**src/rtl/stream_mux_pkg.sv**
```systemverilog
// Shared types and the round-robin pick helper for the stream mux family.
package stream_mux_pkg;

   typedef enum logic [0:0] {IDLE, LOCKED} state_t;

   localparam int unsigned MAX_CH   = 16;
   localparam int unsigned MAX_SELW = 4;

   typedef struct packed {
      logic                found;
      logic [MAX_SELW-1:0] idx;
   } pick_t;

   // First requester at or after ptr+1 (mod n), searching upward with wrap.
   function automatic pick_t rr_pick(input logic [MAX_CH-1:0]   req,
                                     input logic [MAX_SELW-1:0] ptr,
                                     input int unsigned         n);
      pick_t       p;
      int unsigned c;
      p = '0;
      for (int unsigned k = 1; k <= MAX_CH; k++) begin
         if (k <= n && !p.found) begin
            c = (32'(ptr) + k) % n;
            if (req[c]) begin
               p.found = 1'b1;
               p.idx   = MAX_SELW'(c);
            end
         end
      end
      return p;
   endfunction

endpackage

```
**src/rtl/rr_arbiter.sv**
```systemverilog
// Combinational rotating-priority arbiter over CHANNELS requests.
module rr_arbiter
   import stream_mux_pkg::*;
#(
   parameter int unsigned CHANNELS = 4,
   parameter int unsigned SELW     = $clog2(CHANNELS)
) (
   input  logic [CHANNELS-1:0] req,
   input  logic [SELW-1:0]     ptr,
   output logic [SELW-1:0]     grant,
   output logic                found
);

   pick_t pick;

   always_comb begin
      pick  = rr_pick(MAX_CH'(req), MAX_SELW'(ptr), CHANNELS);
      grant = SELW'(pick.idx);
      found = pick.found;
   end

endmodule

```
**src/rtl/stream_mux_rr.sv**
```systemverilog
// N-channel registered stream mux; grants are held for a whole packet.
module stream_mux_rr
   import stream_mux_pkg::*;
#(
   parameter int unsigned WIDTH    = 4,
   parameter int unsigned CHANNELS = 4,
   parameter int unsigned SELW     = $clog2(CHANNELS)
) (
   input  logic                      clk,
   input  logic                      rst,
   input  logic [CHANNELS*WIDTH-1:0] in_data,
   input  logic [CHANNELS-1:0]       in_valid,
   input  logic [CHANNELS-1:0]       in_last,
   output logic [CHANNELS-1:0]       in_ready,
   input  logic                      mode,
   input  logic [SELW-1:0]           sel,
   output logic [WIDTH-1:0]          out_data,
   output logic                      out_valid,
   output logic                      out_last,
   output logic [SELW-1:0]           out_chan,
   input  logic                      out_ready
);

   localparam int unsigned PADW = 1 << SELW;

   state_t              state;
   logic [SELW-1:0]     grant;
   logic [SELW-1:0]     ptr;
   logic [CHANNELS-1:0] req;
   logic [SELW-1:0]     arb_grant;
   logic                arb_found;
   logic                sel_ok;
   logic [PADW-1:0]     valid_pad;
   logic [PADW-1:0]     last_pad;
   logic [WIDTH-1:0]    g_data;
   logic                g_valid;
   logic                g_last;
   logic                g_ready;
   logic                xfer;

   // In fixed mode the only candidate is sel, so the arbiter picks it regardless of ptr.
   always_comb begin
      sel_ok = 32'(sel) < CHANNELS;
      for (int unsigned i = 0; i < CHANNELS; i++) begin
         req[i] = mode ? (sel_ok && (sel == SELW'(i)) && in_valid[i]) : in_valid[i];
      end
   end

   rr_arbiter #(
      .CHANNELS (CHANNELS),
      .SELW     (SELW)
   ) u_arb (
      .req   (req),
      .ptr   (ptr),
      .grant (arb_grant),
      .found (arb_found)
   );

   always_comb begin
      valid_pad = PADW'(in_valid);
      last_pad  = PADW'(in_last);
      g_valid   = valid_pad[grant];
      g_last    = last_pad[grant];
      g_data    = in_data[32'(grant)*WIDTH +: WIDTH];
      g_ready   = (state == LOCKED) && (!out_valid || out_ready);
      in_ready  = g_ready ? (CHANNELS'(1) << grant) : '0;
      xfer      = g_ready && g_valid;
   end

   always_ff @(posedge clk) begin
      if (rst) begin
         state     <= IDLE;
         grant     <= '0;
         ptr       <= SELW'(CHANNELS - 1);
         out_data  <= '0;
         out_valid <= 1'b0;
         out_last  <= 1'b0;
         out_chan  <= '0;
      end else begin
         if (xfer) begin
            out_data  <= g_data;
            out_last  <= g_last;
            out_chan  <= grant;
            out_valid <= 1'b1;
         end else if (out_valid && out_ready) begin
            out_valid <= 1'b0;
         end

         case (state)
            IDLE: begin
               if (arb_found) begin
                  grant <= arb_grant;
                  state <= LOCKED;
               end
            end
            LOCKED: begin
               if (xfer && g_last) begin
                  ptr   <= grant;
                  state <= IDLE;
               end
            end
            default: state <= IDLE;
         endcase
      end
   end

endmodule

```
**config.mk**
```make
export PLATFORM = sky130hd
export DESIGN_NAME = stream_mux_rr
export DESIGN_NICKNAME = d
export VERILOG_FILES = /design/src/rtl/stream_mux_pkg.sv /design/src/rtl/rr_arbiter.sv /design/src/rtl/stream_mux_rr.sv
export SDC_FILE = /design/constraint.sdc
export NUM_CORES = 1
export LEC_CHECK = 0
export CAP_MARGIN = 20
export CORE_ASPECT_RATIO = 0.8
export CORE_UTILIZATION = 30
export DETAILED_ROUTE_END_ITERATION = 12
export HOLD_SLACK_MARGIN = 0.06
export PLACE_DENSITY = 0.6
export REMOVE_ABC_BUFFERS = 1
export SYNTH_ARGS = -nofsm -noshare
export SYNTH_HDL_FRONTEND = slang
export SYNTH_SLANG_ARGS = --single-unit
```
**constraint.sdc**
```tcl
create_clock -name clk -period 5.15 [get_ports clk]
set_input_delay 1.545 -clock clk [delete_from_list [all_inputs] [get_ports clk]]
set_output_delay 1.545 -clock clk [all_outputs]
set_load 0.005 [all_outputs]
```
==> metrics.csv <==
metric;value;unit
cts_repair_resize_count;0;
synth.yosys.seq_area_share;0.307;
pwr-share-comb;0.348;
synth.yosys.warnings;0;
yosys.area_share.simple;0.178;
antenna_found_initial;0;
root_buffer;clkbuf_4;
grt_pass1_wl;3630;um
synthCells;85;
rsz0062_at_grt;no;
cts_hold_buf;0;
start_util;0.331;
switching_share;0.287;
stdcell_area;1300;um^2
slowest_delay;440;ps
tightest_slew;490;ps
pwr-share-clk;0.222;
yosys.area_share.adder;0;
hold_viol;0;
clockBufferDepth;2;
first_pass_iters;4;
drv_slew;0;
synthXorXnorAreaFrac;0;
synth_top_family_by_area;multiplexers;
clkTransAtPathRegs;80;ps
fill_cells;267;
viasPerCell;5.05;
grt_max_degree;14;
hpwl;1690;um
critical-path-slowest-cell;clkdlybuf4s50_1;
syn_area;848;um^2
post_cts_buffers;0;
power.density_cell_area;218;nW/um^2
dpl_cell_area;1270;um^2
muxShareOfSynthArea;0.283;
drt-total-wl;2130;um
min_period;4820;ps
hold_class;reg -> reg;
io_buffers;41;
final_nets;157;
fin_worst_skew;1.82;ps
ir_drop;0.109;mV
critical_path_buf_inv_count;2;
drv_cap;0;
synth_area_per_cell;9.98;um^2
fmax;0.207;GHz
cp_common_cell;clkdlybuf4s50_1;
status;finished, final reports clean;
worstPathMaxFanout;5;
total_power;283;uW
gp_congestion;0.795;
grt_pass1_vias;806;
die_x;61.5;um
cts-htree-levels;1;
arrival;3280;ps
first_iter_violations;14;
cts_tree;built;
p_sw;81.3;uW
drc_errors;0;
synth_top_area_frac;0.307;
drive_above_1_share;0.0873;
ys_ff_latch;13;
synth-compound-area-share;0.177;
grt_overflow;0;
final_core_util;0.507;
antenna_left;0;
synth.largest_area_cell;dfxtp_1;
cp_top_family;simple AND/OR/NAND/NOR gates;
die_h;49.6;um
p_leak;0.515;nW
crit_chain;clkdlybuf4s50_1 > or2b_2 > and2_0 > and3_2 > clkdlybuf4s50_1;
min_period_over_period;0.936;
die_area;3050;um^2
area_growth_syn_to_layout;53.1;%
ys_top_cells_by_area;dfxtp_1 (31%), mux4_1 (12%), mux2i_1 (11%);
slew_headroom;0.673;
p_int;202;uW
diodes;0;
setup_viol;0;
avgRoutedWirePerCell;13.1;um
grt_use_total;0.160;
rows;16;
core;2560;um^2
tritoncts.num_buffers;3;
required;3610;ps
ys_types;32;
clk_latency;270;ps
numClockSinks;13;
p_seq_frac;0.430;
startpoint_type;input port;
crit_type;in -> out;
endpoint_kind;output pin;
ios;42;
tns;0;ps
via_count;818;
synth_stat cells:
master / number
a211o_1: 2
a211oi_1: 2
a21boi_0: 2
a21oi_1: 6
a2bb2oi_1: 1
a31oi_1: 1
and2_0: 1
and3_1: 1
and3_2: 1
buf_2: 1
buf_6: 2
clkbuf_1: 1
dfxtp_1: 13
inv_1: 4
mux2i_1: 9
mux4_1: 4
mux4_2: 2
nand2_1: 2
nand2_4: 1
nand2b_1: 2
nand3_4: 1
nand4_1: 1
nor2_1: 15
nor3_1: 1
o21ai_0: 1
o221a_2: 1
o221ai_1: 1
o22a_1: 1
o2bb2ai_1: 1
o31ai_1: 2
or2_2: 1
or2b_2: 1
layout make-up:
class,instances,area (um^2),share of cell area
Clock buffer,4,26.3,0.0202
Inverter,4,15.0,0.0116
Multi-Input combinational cell,64,542,0.417
Sequential cell,13,260,0.200
Tap cell,36,45.0,0.0347
Timing Repair Buffer,41,410,0.316
power by group through the flow:
stage | Clock (mW) | Sequential, mW | Combinational (mW)
after floorplan | 0 | 0.121 | 0.0514
after detailed placement | 0 | 0.124 | 0.0988
after global placement | 0 | 0.124 | 0.0971
final | 0.0627 | 0.122 | 0.0984
after global routing | 0.0708 | 0.124 | 0.107
after CTS | 0.0660 | 0.122 | 0.0990
flip-flops by register name (all words and copies together) (netlist names):
| register | count |
|---|---|
| grant | 2 |
| out_chan | 2 |
| out_data | 4 |
| out_last | 1 |
| out_valid | 1 |
| ptr | 2 |
| state | 1 |
cell usage in the layout (no fill, tap or decap), types with 2 or more instances in the layout:
cell type / count
mux4_1: 4
a211oi_1: 2
clkdlybuf4s50_1: 41
a21oi_1: 6
nand2b_1: 2
nand2_1: 2
nor2_1: 15
inv_1: 4
mux4_2: 2
o31ai_1: 2
mux2i_1: 9
a211o_1: 2
dfxtp_1: 13
clkbuf_4: 3
a21boi_0: 2
through the flow:
| stage | hold slack [ps] | worst slack (ps) | cells |
|---|---|---|---|
| global route | 496 | 283 | 162 |
| finish | 462 | 329 | 162 |
| floorplan | 447 | 1250 | 81 |
| CTS | 467 | 320 | 162 |
| global placement | 445 | 371 | 158 |
| detailed placement | 455 | 322 | 158 |
worst reg2reg max path, cell delays in order (launching register included):
cell and delay [ps]:
dfxtp_1 630, mux4_2 610, nand3_4 140, nor2_1 50, a211o_1 260
worst paths after layout:
check | to | slack (ps) | start | cells past startpoint
worst max register to register | ptr[0] | 3370 | grant[0] | 4
worst max-delay path | in_ready[2] | 330 | out_ready | 5
worst min register to register | out_last | 460 | out_last | 2
worst min-delay path | out_last | 460 | out_last | 2
metal layers:
metal  routed length [um]  track usage  share of wire  vias to the layer above
met4                   14       0.0222         0.0066                        0
met1                 1010        0.216           0.47                      393
met2                 1040        0.255           0.49                       20
li1                     -            -              -                      403
met5                    0            0              0                        -
met3                   63       0.0499          0.030                        2
cell families (layout without fill, tap and decap cells):
group	Yosys count	in the layout
buffers and inverters	8	49
AND/OR/NAND/NOR	28	28
flip-flops	13	13
AO/OA/AOI/OAI	21	21
multiplexers	15	15
Power figures use the tool's default switching activity.
